<file path="src/rtl/ps2_key_validator.sv">
// PS/2 scan-code key validator: tracks make/break/extended prefixes and matches
// make codes against a parameterised key table, producing registered strobes and held flags.
module ps2_key_validator #(
    parameter int                         DATA_W     = 8,
    parameter int                         N_KEYS     = 3,
    parameter logic [DATA_W*N_KEYS-1:0]   KEY_CODES  = {8'h32, 8'h3A, 8'h1C},
    parameter logic [DATA_W-1:0]          BREAK_CODE = 8'hF0,
    parameter logic [DATA_W-1:0]          EXT_CODE   = 8'hE0,
    parameter bit                         REPEAT_EN  = 1'b0,
    parameter int                         IDX_W      = 3
) (
    input  logic              clk,
    input  logic              rst,
    input  logic [DATA_W-1:0] dato_in,
    input  logic              Listo,
    output logic [N_KEYS-1:0] enable,
    output logic [IDX_W-1:0]  key_idx,
    output logic              key_valid,
    output logic [N_KEYS-1:0] held,
    output logic              unknown
);

    typedef enum logic [1:0] {
        IDLE    = 2'd0,
        BRK     = 2'd1,
        EXT     = 2'd2,
        EXT_BRK = 2'd3
    } state_t;

    state_t             state;
    state_t             stateNext;

    logic [DATA_W-1:0]  byteQ;
    logic               validQ;

    logic               matchHit;
    logic [IDX_W-1:0]   matchIdx;
    logic [N_KEYS-1:0]  matchOneHot;

    logic [N_KEYS-1:0]  enableNext;
    logic [IDX_W-1:0]   keyIdxNext;
    logic               keyValidNext;
    logic [N_KEYS-1:0]  heldNext;
    logic               unknownNext;

    // The incoming byte is captured first, so the decision for a byte lands one
    // edge after it was sampled and every output comes straight from a flop.
    always_ff @(posedge clk or negedge rst) begin
        if (!rst) begin
            byteQ  <= '0;
            validQ <= 1'b0;
        end else begin
            byteQ  <= dato_in;
            validQ <= Listo;
        end
    end

    // Table search runs from the top index down so the lowest duplicate wins.
    always_comb begin
        matchHit    = 1'b0;
        matchIdx    = '0;
        matchOneHot = '0;
        for (int i = N_KEYS - 1; i >= 0; i--) begin
            if (byteQ == KEY_CODES[DATA_W*i +: DATA_W]) begin
                matchHit       = 1'b1;
                matchIdx       = IDX_W'(i);
                matchOneHot    = '0;
                matchOneHot[i] = 1'b1;
            end
        end
    end

    always_comb begin
        stateNext    = state;
        enableNext   = '0;
        keyIdxNext   = key_idx;
        keyValidNext = 1'b0;
        heldNext     = held;
        unknownNext  = 1'b0;

        if (validQ) begin
            case (state)
                IDLE: begin
                    if (byteQ == EXT_CODE) begin
                        stateNext = EXT;
                    end else if (byteQ == BREAK_CODE) begin
                        stateNext = BRK;
                    end else if (matchHit) begin
                        heldNext = held | matchOneHot;
                        // Typematic repeats of an already-held key stay silent unless enabled.
                        if (REPEAT_EN || ((held & matchOneHot) == '0)) begin
                            enableNext   = matchOneHot;
                            keyValidNext = 1'b1;
                            keyIdxNext   = matchIdx;
                        end
                    end else begin
                        unknownNext = 1'b1;
                    end
                end
                BRK: begin
                    heldNext  = held & ~matchOneHot;
                    stateNext = IDLE;
                end
                EXT: begin
                    stateNext = (byteQ == BREAK_CODE) ? EXT_BRK : IDLE;
                end
                EXT_BRK: begin
                    stateNext = IDLE;
                end
                default: begin
                    stateNext = IDLE;
                end
            endcase
        end
    end

    always_ff @(posedge clk or negedge rst) begin
        if (!rst) begin
            state     <= IDLE;
            enable    <= '0;
            key_idx   <= '0;
            key_valid <= 1'b0;
            held      <= '0;
            unknown   <= 1'b0;
        end else begin
            state     <= stateNext;
            enable    <= enableNext;
            key_idx   <= keyIdxNext;
            key_valid <= keyValidNext;
            held      <= heldNext;
            unknown   <= unknownNext;
        end
    end

endmodule

</file>
<file path="config.mk">
export PLATFORM = sky130hd
export DESIGN_NAME = ps2_key_validator
export DESIGN_NICKNAME = d
export VERILOG_FILES = /design/src/rtl/ps2_key_validator.sv
export SDC_FILE = /design/constraint.sdc
export NUM_CORES = 1
export LEC_CHECK = 0
export CAP_MARGIN = 0
export CORE_ASPECT_RATIO = 1.25
export CORE_MARGIN = 3
export CORE_UTILIZATION = 45
export CTS_BUF_LIST = sky130_fd_sc_hd__clkbuf_8
export CTS_CLUSTER_SIZE = 20
export DETAILED_ROUTE_END_ITERATION = 12
export PLACE_DENSITY = 0.81
export REMOVE_ABC_BUFFERS = 1
export SYNTH_ARGS = -nofsm -noshare
export SYNTH_HDL_FRONTEND = slang
export SYNTH_SLANG_ARGS = --single-unit
export TNS_END_PERCENT = 20
</file>
<file path="constraint.sdc">
create_clock -name clk -period 2.2 [get_ports clk]
set_input_delay 0.33 -clock clk [delete_from_list [all_inputs] [get_ports clk]]
set_output_delay 0.33 -clock clk [all_outputs]
set_load 0.05 [all_outputs]
</file>
==> results.py, run 1 <==
metrics = {
    "status": {
        "status": "finished, final reports clean",
    },
    "worst_hold_path": {
        "hp-class": "input pin to async pin",
    },
    "detailed_routing": {
        "antenna_left": 0,
        "drc": 0,
        "via_per_inst": 5.91,
        "wirelength_um": 1650,
        "routedWlPerCell_um": 14.1,
        "firstDrtPassIters": 4,
        "first_iter_violations": 18,
        "num_vias": 691,
    },
    "floorplan": {
        "io_pins": 22,
        "fp.dieH_um": 56.3,
        "die-area_um2": 2600,
        "core-area_um2": 1850,
        "rows": 17,
        "die_w_um": 46.2,
        "start_util_pct": 49.2,
    },
    "clock_tree": {
        "worstSkewPairLatency_ns": 0.26,
        "cts_sinks": 21,
        "holdBufCountCts": 0,
        "cts_tree": "done",
        "path_clk_slew_ns": 0.07,
        "postCtsSetupBuffers": 0,
        "clock_path_buffers": 2,
        "clock-root-buffer": "clkbuf_8",
        "cts.htree.levels": 1,
        "cts_buffers": 3,
        "ctsResizeCount": 0,
    },
    "global_routing": {
        "grt_max_degree": 22,
        "grt.total_usage_pct": 14.3,
        "antenna_found_initial": 0,
        "grt_pass1_wl_um": 2750,
        "gr-total-overflow": 0,
        "grt_pass1_vias": 673,
    },
    "logic_synthesis": {
        "synth_commonest_cells": "dfrtp_1 (21), nor2_1 (7), nand3_1 (5)",
        "netlist_area_um2": 911,
        "synth-edff-count": 0,
        "yosysWarnings": 0,
        "synth.distinct_cells": 30,
        "syn-instance-count": 74,
        "ys_ff_latch": 21,
        "synth.most_common_cell": "dfrtp_1",
        "yosys-top-cells-area": "dfrtp_1 (58%), nor4b_4 (5.2%), nor2_1 (2.9%), nand3_1 (2.7%), a211oi_4 (2.2%)",
        "yosysTopAreaCell": "dfrtp_1",
        "synth_top_cell_area_share_pct": 57.7,
        "synth_seq_area_share_pct": 57.7,
        "syn_avg_cell_area_um2": 12.3,
        "synthArstFlopShare_pct": 100,
        "synth_ff_type": "dfrtp_1",
    },
    "cells_and_area": {
        "layout.nets": 110,
        "instances_no_fill": 117,
        "num_antenna_cells": 0,
        "fin_area_um2": 1180,
        "layout-drive-gt1-share_pct": 12.2,
        "area_growth_pct": 29.7,
    },
    "timing": {
        "final.setup.tns_ns": 0,
        "drv_slew": 0,
        "clock_skew_ns": 0.00141,
        "post-route-min-period_ns": 1.83,
        "fmax_mhz": 546,
        "hold_viol": 0,
        "period_share_pct": 83.3,
        "worst_slack_ns": 0.368,
        "setup_viol": 0,
        "tightest_slew_ns": 0.499,
        "timing.slew.headroom_pct": 66.7,
        "rsz0062_at_grt": "no",
    },
    "place": {
        "placed_cells": 113,
        "port_buffers": 20,
        "gp_congestion": 0.804,
        "placed_area_um2": 1130,
        "dp_hpwl_um": 1240,
        "pre_cts_ws_ns": 0.605,
    },
    "pwr": {
        "finalPower_w": 0.000741,
        "vdd_drop_max_uv": 492,
        "p_leak_nw": 0.505,
        "p_per_area_nw_per_um2": 627,
    },
    "setup_path": {
        "critPathArrivalTime_ns": 1.50,
        "path_depth": 1,
        "crit_path_end_kind": "primary output",
        "worst_ep_required_time_ns": 1.87,
        "worstSetupEndpoint": "held[1]",
        "crit_path_cell_trace": "clkdlybuf4s50_1",
        "cp_max_fo": 4,
        "cp_slowest_cell": "clkdlybuf4s50_1",
        "cp_num_buf_inv": 1,
        "r2r_cells": 4,
        "start_kind": "flop",
        "worst_path_largest_cell_delay_ns": 0.83,
        "r2r-start": "byteQ[3]$_DFF_PN0_",
        "critPathKind": "flop to primary output",
        "critical_path.top_delay_family": "buffers and inverters",
        "worst-r2r-setup-slack_ns": 0.58,
    },
    "run": {
        "maxCapViolCount": 0,
    },
}
==> placed cells by master, fill, tap and decap left out, drive strengths merged, types with 3 or more instances in the layout <==
cell type      synthesis  routed
dfrtp                 21      21
nand3                  5       5
clkdlybuf4s50          0      20
nand2                  3       3
inv                    4       4
clkbuf                 0       3
nand4                  3       3
nor2                   7       7
==> per-layer routing <==
| metal | part of all wire (%) | track usage (%) | wire (µm) | up-vias |
|---|---|---|---|---|
| met4 | 2.2 | 6.10 | 36 | 0 |
| met3 | 5.6 | 2.88 | 93 | 5 |
| met2 | 52 | 25.0 | 857 | 22 |
| met5 | 0 | 0 | 0 | - |
| met1 | 40 | 15.7 | 661 | 339 |
| li1 | - | - | - | 325 |
==> cell families after synthesis <==
family,synth area share (%)
and+or+nand+nor,25.8
DFF,57.7
AOI/OAI and AO/OA,13.6
buffers and inverters,2.47
other,0.412
==> per-stage QoR <==
step / hold slack, ns / utilization [%]
after global placement: 0.475 / 61.3
after detailed placement: 0.483 / 61.3
after CTS: 0.416 / 63.8
after floorplan: 0.0344 / -
final: 0.408 / 63.8
after global routing: 0.422 / 63.8
==> worst min path at each step <==
stage / start / endpoint / slack [ns]
3_3_place_gp: key_idx[0]$_DFFE_PN0P_ / key_idx[0]$_DFFE_PN0P_ / 0.48
6_report: rst / key_idx[1]$_DFFE_PN0P_ / 0.41
5_1_grt: rst / key_idx[0]$_DFFE_PN0P_ / 0.42
3_5_place_dp: key_idx[0]$_DFFE_PN0P_ / key_idx[0]$_DFFE_PN0P_ / 0.48
2_1_floorplan: rst / async pin / 0.03
4_1_cts: rst / key_idx[0]$_DFFE_PN0P_ / 0.42
==> final cells by class <==
| cell class | count | area [µm²] |
|---|---|---|
| Timing Repair Buffer | 21 | 208 |
| Fill cell | 167 | 669 |
| Tap cell | 19 | 23.8 |
| Clock inverter | 1 | 5.00 |
| Clock buffer | 3 | 41.3 |
| Sequential cell | 21 | 526 |
| Multi-Input combinational cell | 48 | 363 |
| Inverter | 4 | 15.0 |
==> report_power, final <==
part / switching (W) / leakage, nW / internal, W
Sequential: 0.0000165 / 0.270 / 0.000399
Clock: 0.000120 / 0.0255 / 0.000126
Combinational: 0.0000428 / 0.210 / 0.0000363
Power figures use the tool's default switching activity.
==> inputs of run 2 (changes only) <==
==> constraint.sdc (replaced) <==
create_clock -name clk -period 1.85 [get_ports clk]
set_input_delay 0.2775 -clock clk [delete_from_list [all_inputs] [get_ports clk]]
set_output_delay 0.2775 -clock clk [all_outputs]
set_load 0.05 [all_outputs]
==> run 2 against run 1 <==
- core utilization decreased by 0.20 points
- critical path depth stayed put
- global-route usage up 1.2 points
- largest cell class unchanged
==> results.py, run 2 (synthesized netlist as in run 1, its figures left out) <==
metrics = {
    "status": {
        "status": "finished, final reports clean",
    },
    "cells_and_area": {
        "layout-drive-gt1-share_pct": 12.2,
        "layout.nets": 110,
        "num_antenna_cells": 0,
        "fin_util_pct": 63.6,
        "final_common_cell": "dfrtp_1",
        "ff_latch_area_um2": 526,
        "fillCellCount": 152,
        "fin_area_um2": 1180,
        "multi_input_area_um2": 363,
        "instances_no_fill": 117,
        "area_growth_pct": 29.3,
        "layout_common_cells": "dfrtp_1 (21), clkdlybuf4s50_1 (19), nor2_1 (7)",
    },
    "timing": {
        "clock_skew_ns": 0.00264,
        "final.setup.tns_ns": 0,
        "timing.slew.headroom_pct": 66.7,
        "post-route-min-period_ns": 1.75,
        "hold_viol": 0,
        "drv_slew": 0,
        "period_share_pct": 94.6,
        "fmax_mhz": 571,
        "setup_viol": 0,
        "tightest_slew_ns": 0.498,
        "rsz0062_at_grt": "no",
    },
    "setup_path": {
        "critPathArrivalTime_ns": 1.47,
        "cp_slowest_cell": "clkdlybuf4s50_1",
        "crit_path_end_kind": "primary output",
        "start_kind": "flop",
        "critPathKind": "flop to primary output",
        "crit_path_cell_trace": "clkdlybuf4s50_1",
        "critical_path.top_delay_family": "buffers and inverters",
        "cp_num_buf_inv": 1,
        "worst_ep_required_time_ns": 1.57,
        "worst_path_largest_cell_delay_ns": 0.82,
        "cp_max_fo": 4,
    },
    "floorplan": {
        "rows": 17,
        "fp.dieH_um": 56.3,
        "die_w_um": 46.2,
        "start_util_pct": 49.2,
        "die-area_um2": 2600,
        "io_pins": 22,
        "core-area_um2": 1850,
    },
    "detailed_routing": {
        "num_vias": 712,
        "drc": 0,
        "antenna_left": 0,
        "wirelength_um": 1660,
        "first_iter_violations": 12,
        "routedWlPerCell_um": 14.2,
        "firstDrtPassIters": 4,
        "via_per_inst": 6.09,
    },
    "global_routing": {
        "grt_max_degree": 22,
        "gr-total-overflow": 0,
        "grt.total_usage_pct": 15.5,
        "antenna_found_initial": 0,
        "grt_pass1_wl_um": 3020,
        "grt_pass1_vias": 728,
    },
    "clock_tree": {
        "clock_path_buffers": 2,
        "clock-root-buffer": "clkbuf_8",
        "postCtsSetupBuffers": 0,
        "ctsResizeCount": 0,
        "path_clk_slew_ns": 0.07,
        "worstSkewPairLatency_ns": 0.26,
        "cts_tree": "done",
        "holdBufCountCts": 0,
        "cts.htree.levels": 1,
        "cts_sinks": 21,
        "cts_buffers": 3,
    },
    "place": {
        "dp_hpwl_um": 1290,
        "placed_area_um2": 1130,
        "port_buffers": 20,
        "gp_congestion": 0.800,
        "placed_cells": 113,
    },
    "pwr": {
        "p_int_w": 0.000664,
        "vdd_drop_max_uv": 536,
        "p_leak_nw": 0.508,
        "p_seq_share_pct": 56.6,
        "p_per_area_nw_per_um2": 741,
        "power_frac_comb_pct": 10.7,
        "pwr-share-clk_pct": 32.7,
        "p_sw_share_pct": 23.8,
        "p_sw_w": 0.000208,
    },
    "worst_hold_path": {
        "hp-class": "input pin to async pin",
    },
    "run": {
        "maxCapViolCount": 0,
    },
}
run 2: changes by cell type in the layout (fill, tap and decap cells not counted):
cell | previous run | this run
clkdlybuf4s50_1 | 20 | 19
buf_4 | 1 | 2
inv_1 | 4 | 5
clkinv_2 | 1 | 0
run 2: area by class of cell:
| class | count | area share, % |
|---|---|---|
| Sequential cell | 21 | 44.6 |
| Timing Repair Buffer | 21 | 17.4 |
| Clock buffer | 3 | 3.51 |
| Inverter | 4 | 1.28 |
| Multi-Input combinational cell | 48 | 30.8 |
| Tap cell | 19 | 2.02 |
| Clock inverter | 1 | 0.319 |
run 2: final timing paths:
kind	cells after the start	from	slack, ns	endpoint
worst max-delay path	1	flop	0.10	held[0]
worst min-delay path	2	rst	0.36	validQ$_DFF_PN0_
worst max register to register	4	byteQ[3]$_DFF_PN0_	0.25	flop
worst min register to register	1	key_idx[0]$_DFFE_PN0P_	0.51	key_idx[0]$_DFFE_PN0P_
max in group asynchronous	2	rst	1.28	byteQ[3]$_DFF_PN0_
min in group clk	1	dato_in[5]	0.45	byteQ[5]$_DFF_PN0_
run 2: stage by stage:
step	hold WS (ns)	worst slack, ns	total power [W]
2_1_floorplan	-0.0181	0.267	0.000549
3_3_place_gp	0.475	0.323	0.000593
3_5_place_dp	0.502	0.277	0.000598
4_1_cts	0.370	0.0868	0.000881
5_1_grt	0.387	0.0407	0.000921
6_report	0.361	0.100	0.000872
run 2: power by group through the flow:
| stage | combinational (W) | clock (W) | sequential [W] |
|---|---|---|---|
| global placement | 0.0000920 | 0 | 0.000501 |
| finish | 0.0000936 | 0.000285 | 0.000494 |
| detailed placement | 0.0000948 | 0 | 0.000503 |
| global route | 0.000102 | 0.000322 | 0.000497 |
| CTS | 0.0000950 | 0.000292 | 0.000494 |
| floorplan | 0.0000315 | 0 | 0.000517 |
run 2: per-layer routing:
layer | GRT usage (%) | vias up | wire length, µm
met3 | 3.21 | 5 | 112
met5 | 0 | - | 0
met4 | 6.10 | 0 | 38
met1 | 18.2 | 347 | 632
li1 | - | 330 | -
met2 | 26.2 | 30 | 878
==> inputs of run 3 (changes only) <==
--- a/config.mk
+++ b/config.mk
@@ -5,15 +5,17 @@
 export SDC_FILE = /design/constraint.sdc
 export NUM_CORES = 1
 export LEC_CHECK = 0
-export CAP_MARGIN = 0
+export CELL_PAD_IN_SITES_DETAIL_PLACEMENT = 1
+export CELL_PAD_IN_SITES_GLOBAL_PLACEMENT = 1
 export CORE_ASPECT_RATIO = 1.25
 export CORE_MARGIN = 3
-export CORE_UTILIZATION = 45
+export CORE_UTILIZATION = 39
 export CTS_BUF_LIST = sky130_fd_sc_hd__clkbuf_8
 export CTS_CLUSTER_SIZE = 20
 export DETAILED_ROUTE_END_ITERATION = 12
-export PLACE_DENSITY = 0.81
+export PLACE_DENSITY = 0.87
 export REMOVE_ABC_BUFFERS = 1
+export SLEW_MARGIN = 20
 export SYNTH_ARGS = -nofsm -noshare
 export SYNTH_HDL_FRONTEND = slang
 export SYNTH_SLANG_ARGS = --single-unit
==> run 3 against run 2 <==
- core utilization fell by 6.7 points
- register-to-register slack worse by 0.04 ns
- routed wire length increased by 23%
- global-route usage is 0.44 points higher
- critical path depth stayed put
- count of clock-buffer cells in the layout stayed put
- sequential power about the same
- non-clock buffer count unchanged
- first-iteration DRC count decreased by 25%
- total power increased by 2.5%
- critical path type unchanged
==> results.py, run 3 (synthesized netlist as in run 1, its figures left out) <==
metrics = {
    "timing": {
        "hold_viol": 0,
        "clock_skew_ns": 0.00811,
        "timing.slew.headroom_pct": 66.8,
        "post-route-min-period_ns": 1.78,
        "rsz0062_at_grt": "no",
        "fmax_mhz": 562,
        "tightest_slew_ns": 0.496,
        "period_share_pct": 96.2,
        "setup_viol": 0,
        "final.setup.tns_ns": 0,
        "drv_slew": 0,
    },
    "clock_tree": {
        "clock-root-buffer": "clkbuf_8",
        "holdBufCountCts": 0,
        "path_clk_slew_ns": 0.08,
        "ctsResizeCount": 0,
        "clock_path_buffers": 2,
        "postCtsSetupBuffers": 0,
        "cts.htree.levels": 1,
        "worstSkewPairLatency_ns": 0.27,
        "cts_sinks": 21,
        "cts_buffers": 3,
        "cts_tree": "done",
    },
    "worst_hold_path": {
        "hp-class": "input pin to async pin",
    },
    "cells_and_area": {
        "layout_common_cells": "dfrtp_1 (21), clkdlybuf4s50_1 (19), nor2_1 (7)",
        "instances_no_fill": 128,
        "final_common_cell": "dfrtp_1",
        "num_antenna_cells": 0,
        "layout-drive-gt1-share_pct": 13.3,
        "area_growth_pct": 30.9,
        "fillCellCount": 227,
        "layout.nets": 110,
    },
    "setup_path": {
        "start_kind": "flop",
        "crit_path_cell_trace": "clkdlybuf4s50_1",
        "worst_path_largest_cell_delay_ns": 0.83,
        "crit_path_end_kind": "primary output",
        "path_depth": 1,
        "cp_slowest_cell": "clkdlybuf4s50_1",
        "worst-r2r-setup-slack_ns": 0.21,
        "cp_num_buf_inv": 1,
        "worst_ep_required_time_ns": 1.57,
        "critPathArrivalTime_ns": 1.50,
        "r2r-start": "byteQ[3]$_DFF_PN0_",
        "cp_max_fo": 4,
        "critical_path.top_delay_family": "buffers and inverters",
        "r2r_cells": 4,
        "critPathKind": "flop to primary output",
    },
    "detailed_routing": {
        "first_iter_violations": 9,
        "antenna_left": 0,
        "firstDrtPassIters": 4,
        "drc": 0,
        "num_vias": 685,
        "via_per_inst": 5.35,
        "routedWlPerCell_um": 16.0,
        "wirelength_um": 2040,
    },
    "floorplan": {
        "io_pins": 22,
        "die_w_um": 49.2,
        "die-area_um2": 2950,
        "rows": 18,
        "core-area_um2": 2090,
        "fp.dieH_um": 60.0,
        "start_util_pct": 43.5,
    },
    "pwr": {
        "vdd_drop_max_uv": 573,
        "finalPower_w": 0.000894,
        "p_leak_nw": 0.507,
        "p_per_area_nw_per_um2": 750,
    },
    "global_routing": {
        "grt_pass1_wl_um": 3480,
        "gr-total-overflow": 0,
        "grt.total_usage_pct": 15.9,
        "grt_pass1_vias": 754,
        "grt_max_degree": 22,
        "antenna_found_initial": 0,
    },
    "place": {
        "placed_cells": 124,
        "gp_congestion": 0.730,
        "dp_hpwl_um": 1550,
        "port_buffers": 20,
    },
    "status": {
        "status": "finished, final reports clean",
    },
    "run": {
        "maxCapViolCount": 0,
    },
}
[run 3: cell types whose count changed in the layout (fill, tap and decap cells not counted)]
cell and delta:
clkinv_2 +1, inv_1 -1
[run 3: worst max-delay path by stage]
stage | slack, ns | startpoint | end
2_1_floorplan | 0.27 | flop | key_idx[1]$_DFFE_PN0P_
6_report | 0.07 | flop | held[1]
3_3_place_gp | 0.31 | byteQ[3]$_DFF_PN0_ | flop
5_1_grt | 0.03 | flop | held[1]
4_1_cts | 0.06 | flop | held[1]
3_5_place_dp | 0.21 | byteQ[3]$_DFF_PN0_ | flop
[run 3: power by group]
group          switching, W  internal [W]  total (W)
registers         0.0000212      0.000474   0.000495
logic             0.0000523     0.0000425  0.0000948
clock network      0.000154      0.000150   0.000305
total              0.000228      0.000667   0.000894
[run 3: final cells by class]
type | count | area [µm²] | share of cell area [%]
repair buffers | 21 | 205 | 17.2
multi-input cells | 48 | 363 | 30.4
flip-flops and latches | 21 | 526 | 44.1
well taps | 30 | 37.5 | 3.15
inverters | 4 | 15.0 | 1.26
clock buffers | 3 | 41.3 | 3.46
clock inverters | 1 | 5.00 | 0.420
[run 3: stage by stage]
step           worst slack [ns]  utilization, %  hold WS [ns]  area, µm²
2_1_floorplan             0.267               -       -0.0181        903
4_1_cts                  0.0598            56.9         0.375       1190
6_report                 0.0696            56.9         0.358       1190
3_3_place_gp              0.313            54.7         0.472       1150
3_5_place_dp              0.212            54.7         0.479       1150
5_1_grt                  0.0286            56.9         0.408       1190
[run 3: layer usage]
metal	routed length, µm	global-route usage [%]	vias to the layer above
met5	0	0	-
met4	44	8.54	0
met3	104	3.49	5
met2	1120	30.8	21
met1	777	15.7	340
li1	-	-	319
